### src/rtl/ucy_74160.sv
// ----------------------------------------------------------------------------
// ucy_74160 -- pin-level model of the UCY74160 synchronous decade counter.
//
// Four-bit counter with synchronous parallel load, asynchronous clear and a
// combinational ripple-carry output for building multi-digit counters.
// Q = {QD,QC,QB,QA} drives the A..D inputs of the downstream ucy_7442 decoder.
//
// Parameter MODULUS selects 74160 (10) or 74161 (16) behaviour; only these two
// values are meaningful.
//
// Optional macro UCY_74160_SILICON_DECODE_EN (MODULUS 10 only):
//   defined   -> RCO decodes only QA & QD, and states 10..15 step the way the
//                real silicon does (10->11->6, 12->13->4, 14->15->2).
//   undefined -> RCO decodes Q == MODULUS-1 exactly, and any out-of-range
//                state goes to 0 on the next count.
//
// Pin map: p1 CLR_n, p2 CLK, p3..p6 A..D, p7 ENP, p9 LOAD_n, p10 ENT,
//          p11..p14 QD..QA, p15 RCO; p8/p16 are supply pins and are ignored.
// ----------------------------------------------------------------------------
module ucy_74160 #(
   parameter int MODULUS = 10
) (
   input  logic p1,   // CLR_n, asynchronous active-low clear
   input  logic p2,   // CLK, rising edge
   input  logic p3,   // A, load data bit 0
   input  logic p4,   // B, load data bit 1
   input  logic p5,   // C, load data bit 2
   input  logic p6,   // D, load data bit 3
   input  logic p7,   // ENP, parallel count enable
   input  logic p8,   // GND, ignored
   input  logic p9,   // LOAD_n, synchronous load, active-low
   input  logic p10,  // ENT, trickle count enable, also gates RCO
   output logic p11,  // QD (bit 3)
   output logic p12,  // QC
   output logic p13,  // QB
   output logic p14,  // QA (bit 0)
   output logic p15,  // RCO, ripple carry out
   input  logic p16   // VCC, ignored
);

   // Terminal count: the state at which the counter wraps and RCO fires.
   localparam logic [3:0] LP_TERM = 4'(MODULUS - 1);

   logic [3:0] r_q;
   logic [3:0] w_next;
   logic [3:0] w_load_val;
   logic       w_count_en;
   logic       w_rco;
   logic       w_unused_pins;

   // Supply pins carry no logic; fold them into a sink so they are consumed.
   assign w_unused_pins = p8 ^ p16;

   assign w_load_val = {p6, p5, p4, p3};
   assign w_count_en = p7 & p10;

   // Successor of the current state when counting is enabled.
   always_comb begin
      w_next = (r_q < LP_TERM) ? (r_q + 4'd1) : 4'd0;
`ifdef UCY_74160_SILICON_DECODE_EN
      // The decade part's gating lets the illegal states chain back into the
      // legal range along fixed paths instead of clearing to 0.
      if (MODULUS == 10) begin
         case (r_q)
            4'd10:   w_next = 4'd11;
            4'd11:   w_next = 4'd6;
            4'd12:   w_next = 4'd13;
            4'd13:   w_next = 4'd4;
            4'd14:   w_next = 4'd15;
            4'd15:   w_next = 4'd2;
            default: w_next = w_next;
         endcase
      end
`endif
   end

   // Ripple carry: combinational from ENT and Q, independent of ENP/LOAD_n.
   always_comb begin
      w_rco = p10 & (r_q == LP_TERM);
`ifdef UCY_74160_SILICON_DECODE_EN
      // Silicon only looks at QA and QD, so 11, 13 and 15 also carry.
      if (MODULUS == 10) begin
         w_rco = p10 & r_q[0] & r_q[3];
      end
`endif
      // Held low during clear; Q is already 0 then, this just makes it explicit.
      w_rco = w_rco & p1;
   end

   // State register: clear beats load, load beats count, otherwise hold.
   always_ff @(posedge p2 or negedge p1) begin
      if (!p1) begin
         r_q <= 4'd0;
      end else if (!p9) begin
         r_q <= w_load_val;
      end else if (w_count_en) begin
         r_q <= w_next;
      end
   end

   assign p11 = r_q[3];
   assign p12 = r_q[2];
   assign p13 = r_q[1];
   assign p14 = r_q[0];
   assign p15 = w_rco;

endmodule

### config.mk
export PLATFORM = sky130hd
export DESIGN_NAME = ucy_74160
export DESIGN_NICKNAME = d
export VERILOG_FILES = /design/src/rtl/ucy_74160.sv
export SDC_FILE = /design/constraint.sdc
export NUM_CORES = 1
export LEC_CHECK = 0
export ABC_CLOCK_PERIOD_IN_PS = 900
export CAP_MARGIN = 20
export CORE_AREA = 2 2 39 41
export CTS_BUF_LIST = sky130_fd_sc_hd__clkbuf_4 sky130_fd_sc_hd__clkbuf_8
export DETAILED_ROUTE_END_ITERATION = 12
export DIE_AREA = 0 0 41 43
export DONT_BUFFER_PORTS = 1
export GPL_ROUTABILITY_DRIVEN = 1
export PLACE_DENSITY = 0.34
export RECOVER_POWER = 50
export REMOVE_ABC_BUFFERS = 1
export SYNTH_ARGS = -nofsm -noshare
export SYNTH_HDL_FRONTEND = slang
export SYNTH_SLANG_ARGS = --single-unit
### constraint.sdc
create_clock -name p2 -period 0.9 [get_ports p2]
set_input_delay 0.135 -clock p2 [delete_from_list [all_inputs] [get_ports p2]]
set_output_delay 0.135 -clock p2 [all_outputs]
set_load 0.01 [all_outputs]
==> metrics.cfg, run 1 <==
[floorplan]
die_w_um=41
placementRows=14
start_util_pct=20.7
coreArea_mm2=0.00138
die_h_um=43
dieArea_mm2=0.00176
boundaryPins=16

[placement]
io_buffers=0
placed_area_um2=367
place_congestion=0.710
dp_hpwl_um=586

[final_layout]
n_fill_cell=143
largest_reg_flops=4
largest_registers=r_q x4
insertedDiodeCount=0
synthToLayoutAreaGrowth_pct=66.4
largest_register=r_q
final_util_pct=34.4
drive_above_1_share_pct=54.3
final_area_um2=477
fin_nets=62
final_common_cell=buf_4
final_cell_mix=buf_4 (8), a21oi_1 (4), buf_6 (4)

[power]
ir_drop_mv=0.907
finalPower_w=0.000681
power_leakage_nw=0.216
power.density_mw_per_mm2=1430

[sta]
max_clock_freq_ghz=0.843
skew_ps=5.50
fin_crit_ps=1190
tns_ps=-1800
tightest_slew_ps=279
fin_crit_sh_pct=132
maxSlewHeadroom_pct=81.2
drv_slew=0
finalSetupViolations=8
timing.final.hold_violations=0
rsz0062_at_grt=true
fin_ws_ps=-286

[yosys]
seq_area_frac_synth_pct=34.9
ys_types=15
ys_ff_latch=4
netlist_area_um2=287
synth_area_per_cell_um2=9.55
yosys_warnings=0
synth_cells=30

[route]
viasPerCell=4.55
final_antenna_net_count=0
firstDrtPassIters=3
routedWlPerCell_um=12.6
vias=282
routed_wl_um=781
remaining_drc_errors=0
drtIter0Drc=6

[global_routing]
grt_start_max_net_pins=7
grt.total_usage_pct=10.4
grt_pass1_vias=293
grt.overflow.total=0
grt_first_pass_wirelength_mm=1.18
antenna_found_initial=0

[flow_run]
cap_viol_max_count=0

[clock_network]
clkTransAtPathRegs_ps=40
cts_inserted_buffers=3
clock_sinks=4
clockRootBuffer=clkbuf_4
htree_levels=1
cts_tree=built
insertion_delay_ps=230
clock_path_buffers=2

[setup_path]
rr_startpoint=r_q[1]$_DFFE_PN0P_
crit_type=reg -> out
crit_required_ps=760
critPathLaunch=r_q[1]$_DFFE_PN0P_
setup.worst_path.start_class=flop
crit_path_end_kind=output port
cp_max_fo=2
critPathArrivalTime_ps=1050
r2r_slack_ps=-260

[status]
status=finished with violations
violations=negative setup slack

[worst_hold_path]
worstHoldPathType=in -> async

-- logic make-up after synthesis --
logic type / after synthesis / share of synthesized area [%]
DFF: 4 / 34.9
AOI/OAI and AO/OA: 11 / 26.2
and+or+nand+nor: 8 / 18.8
buffers and inverters: 3 / 3.93
adders and majority gates: 3 / 13.1
xor gates and xnor gates: 1 / 3.06
-- metal layers --
metal	up-vias	global-route usage, %	part of all wire [%]
met3	0	5.24	11
met5	-	0	0
met1	133	9.87	38
met4	0	6.00	0
li1	139	-	-
met2	10	16.9	51
-- layout make-up --
class	count	area, um^2	area share [%]
clock buffer	3	22.5	4.72
inverter	3	11.3	2.36
multi-input combinational	23	206	43.3
sequential	4	101	21.3
tap	16	20.0	4.20
timing repair buffer	13	115	24.1
-- cells in the mapped netlist --
cell	n	area share [%]
a21oi_1	5	8.7
a311oi_1	1	3.1
inv_1	3	3.9
o21ai_1	3	5.2
ha_1	3	13
xnor2_1	1	3.1
nor2b_1	1	2.2
nor2_1	1	1.3
nand3_1	1	1.7
nand2b_1	1	2.2
dfrtp_1	4	35
a21boi_4	1	6.6
a21o_1	1	2.6
and2b_2	3	9.2
nand4_1	1	2.2
-- repair_timing --
| item | in CTS | in global routing |
|---|---|---|
| hold buffers | 1 | 0 |
| pin swaps | 4 | 3 |
| setup buffers | 4 | 0 |
| endpoints found under the hold margin | 4 | 0 |
| resized for setup | 7 | 5 |
| endpoints found under the setup margin | 9 | 9 |
-- final timing paths --
kind,endpoint,depth (start not counted)
max in group asynchronous,r_q[0]$_DFFE_PN0P_,1
min in group p2,r_q[1]$_DFFE_PN0P_,3
min,r_q[3]$_DFFE_PN0P_,1
max,p15,4
min reg2reg,r_q[3]$_DFFE_PN0P_,2
max reg2reg,r_q[2]$_DFFE_PN0P_,6
-- where the power goes --
part,total (W),internal (W),switching (W)
registers,0.000223,0.000202,0.0000211
logic,0.000247,0.000143,0.000105
clock network,0.000211,0.000148,0.0000623
total,0.000681,0.000493,0.000188
-- through the flow --
step	instances	setup slack [ps]	hold WS [ps]
3_3_place_gp	54	-221	-160
6_report	62	-286	173
4_1_cts	62	-331	167
2_1_floorplan	30	-191	-161
5_1_grt	62	-333	180
3_5_place_dp	54	-230	-160
-- critical path, stage by stage, from the launching register on --
cell	delay (ps)
dfrtp_1	380
inv_2	80
ha_4	120
nand4_1	100
nor2_2	150
Power figures use the tool's default switching activity.
==> run 2: changes to the inputs <==
--- a/config.mk
+++ b/config.mk
@@ -6,7 +6,6 @@
 export NUM_CORES = 1
 export LEC_CHECK = 0
 export ABC_CLOCK_PERIOD_IN_PS = 900
-export CAP_MARGIN = 20
 export CORE_AREA = 2 2 39 41
 export CTS_BUF_LIST = sky130_fd_sc_hd__clkbuf_4 sky130_fd_sc_hd__clkbuf_8
 export DETAILED_ROUTE_END_ITERATION = 12
@@ -16,6 +15,7 @@
 export PLACE_DENSITY = 0.34
 export RECOVER_POWER = 50
 export REMOVE_ABC_BUFFERS = 1
+export SLEW_MARGIN = 15
 export SYNTH_ARGS = -nofsm -noshare
 export SYNTH_HDL_FRONTEND = slang
 export SYNTH_SLANG_ARGS = --single-unit
==> results of run 2 <==
Same layout as run 1: the final DEF is identical, and so are final timing and power.
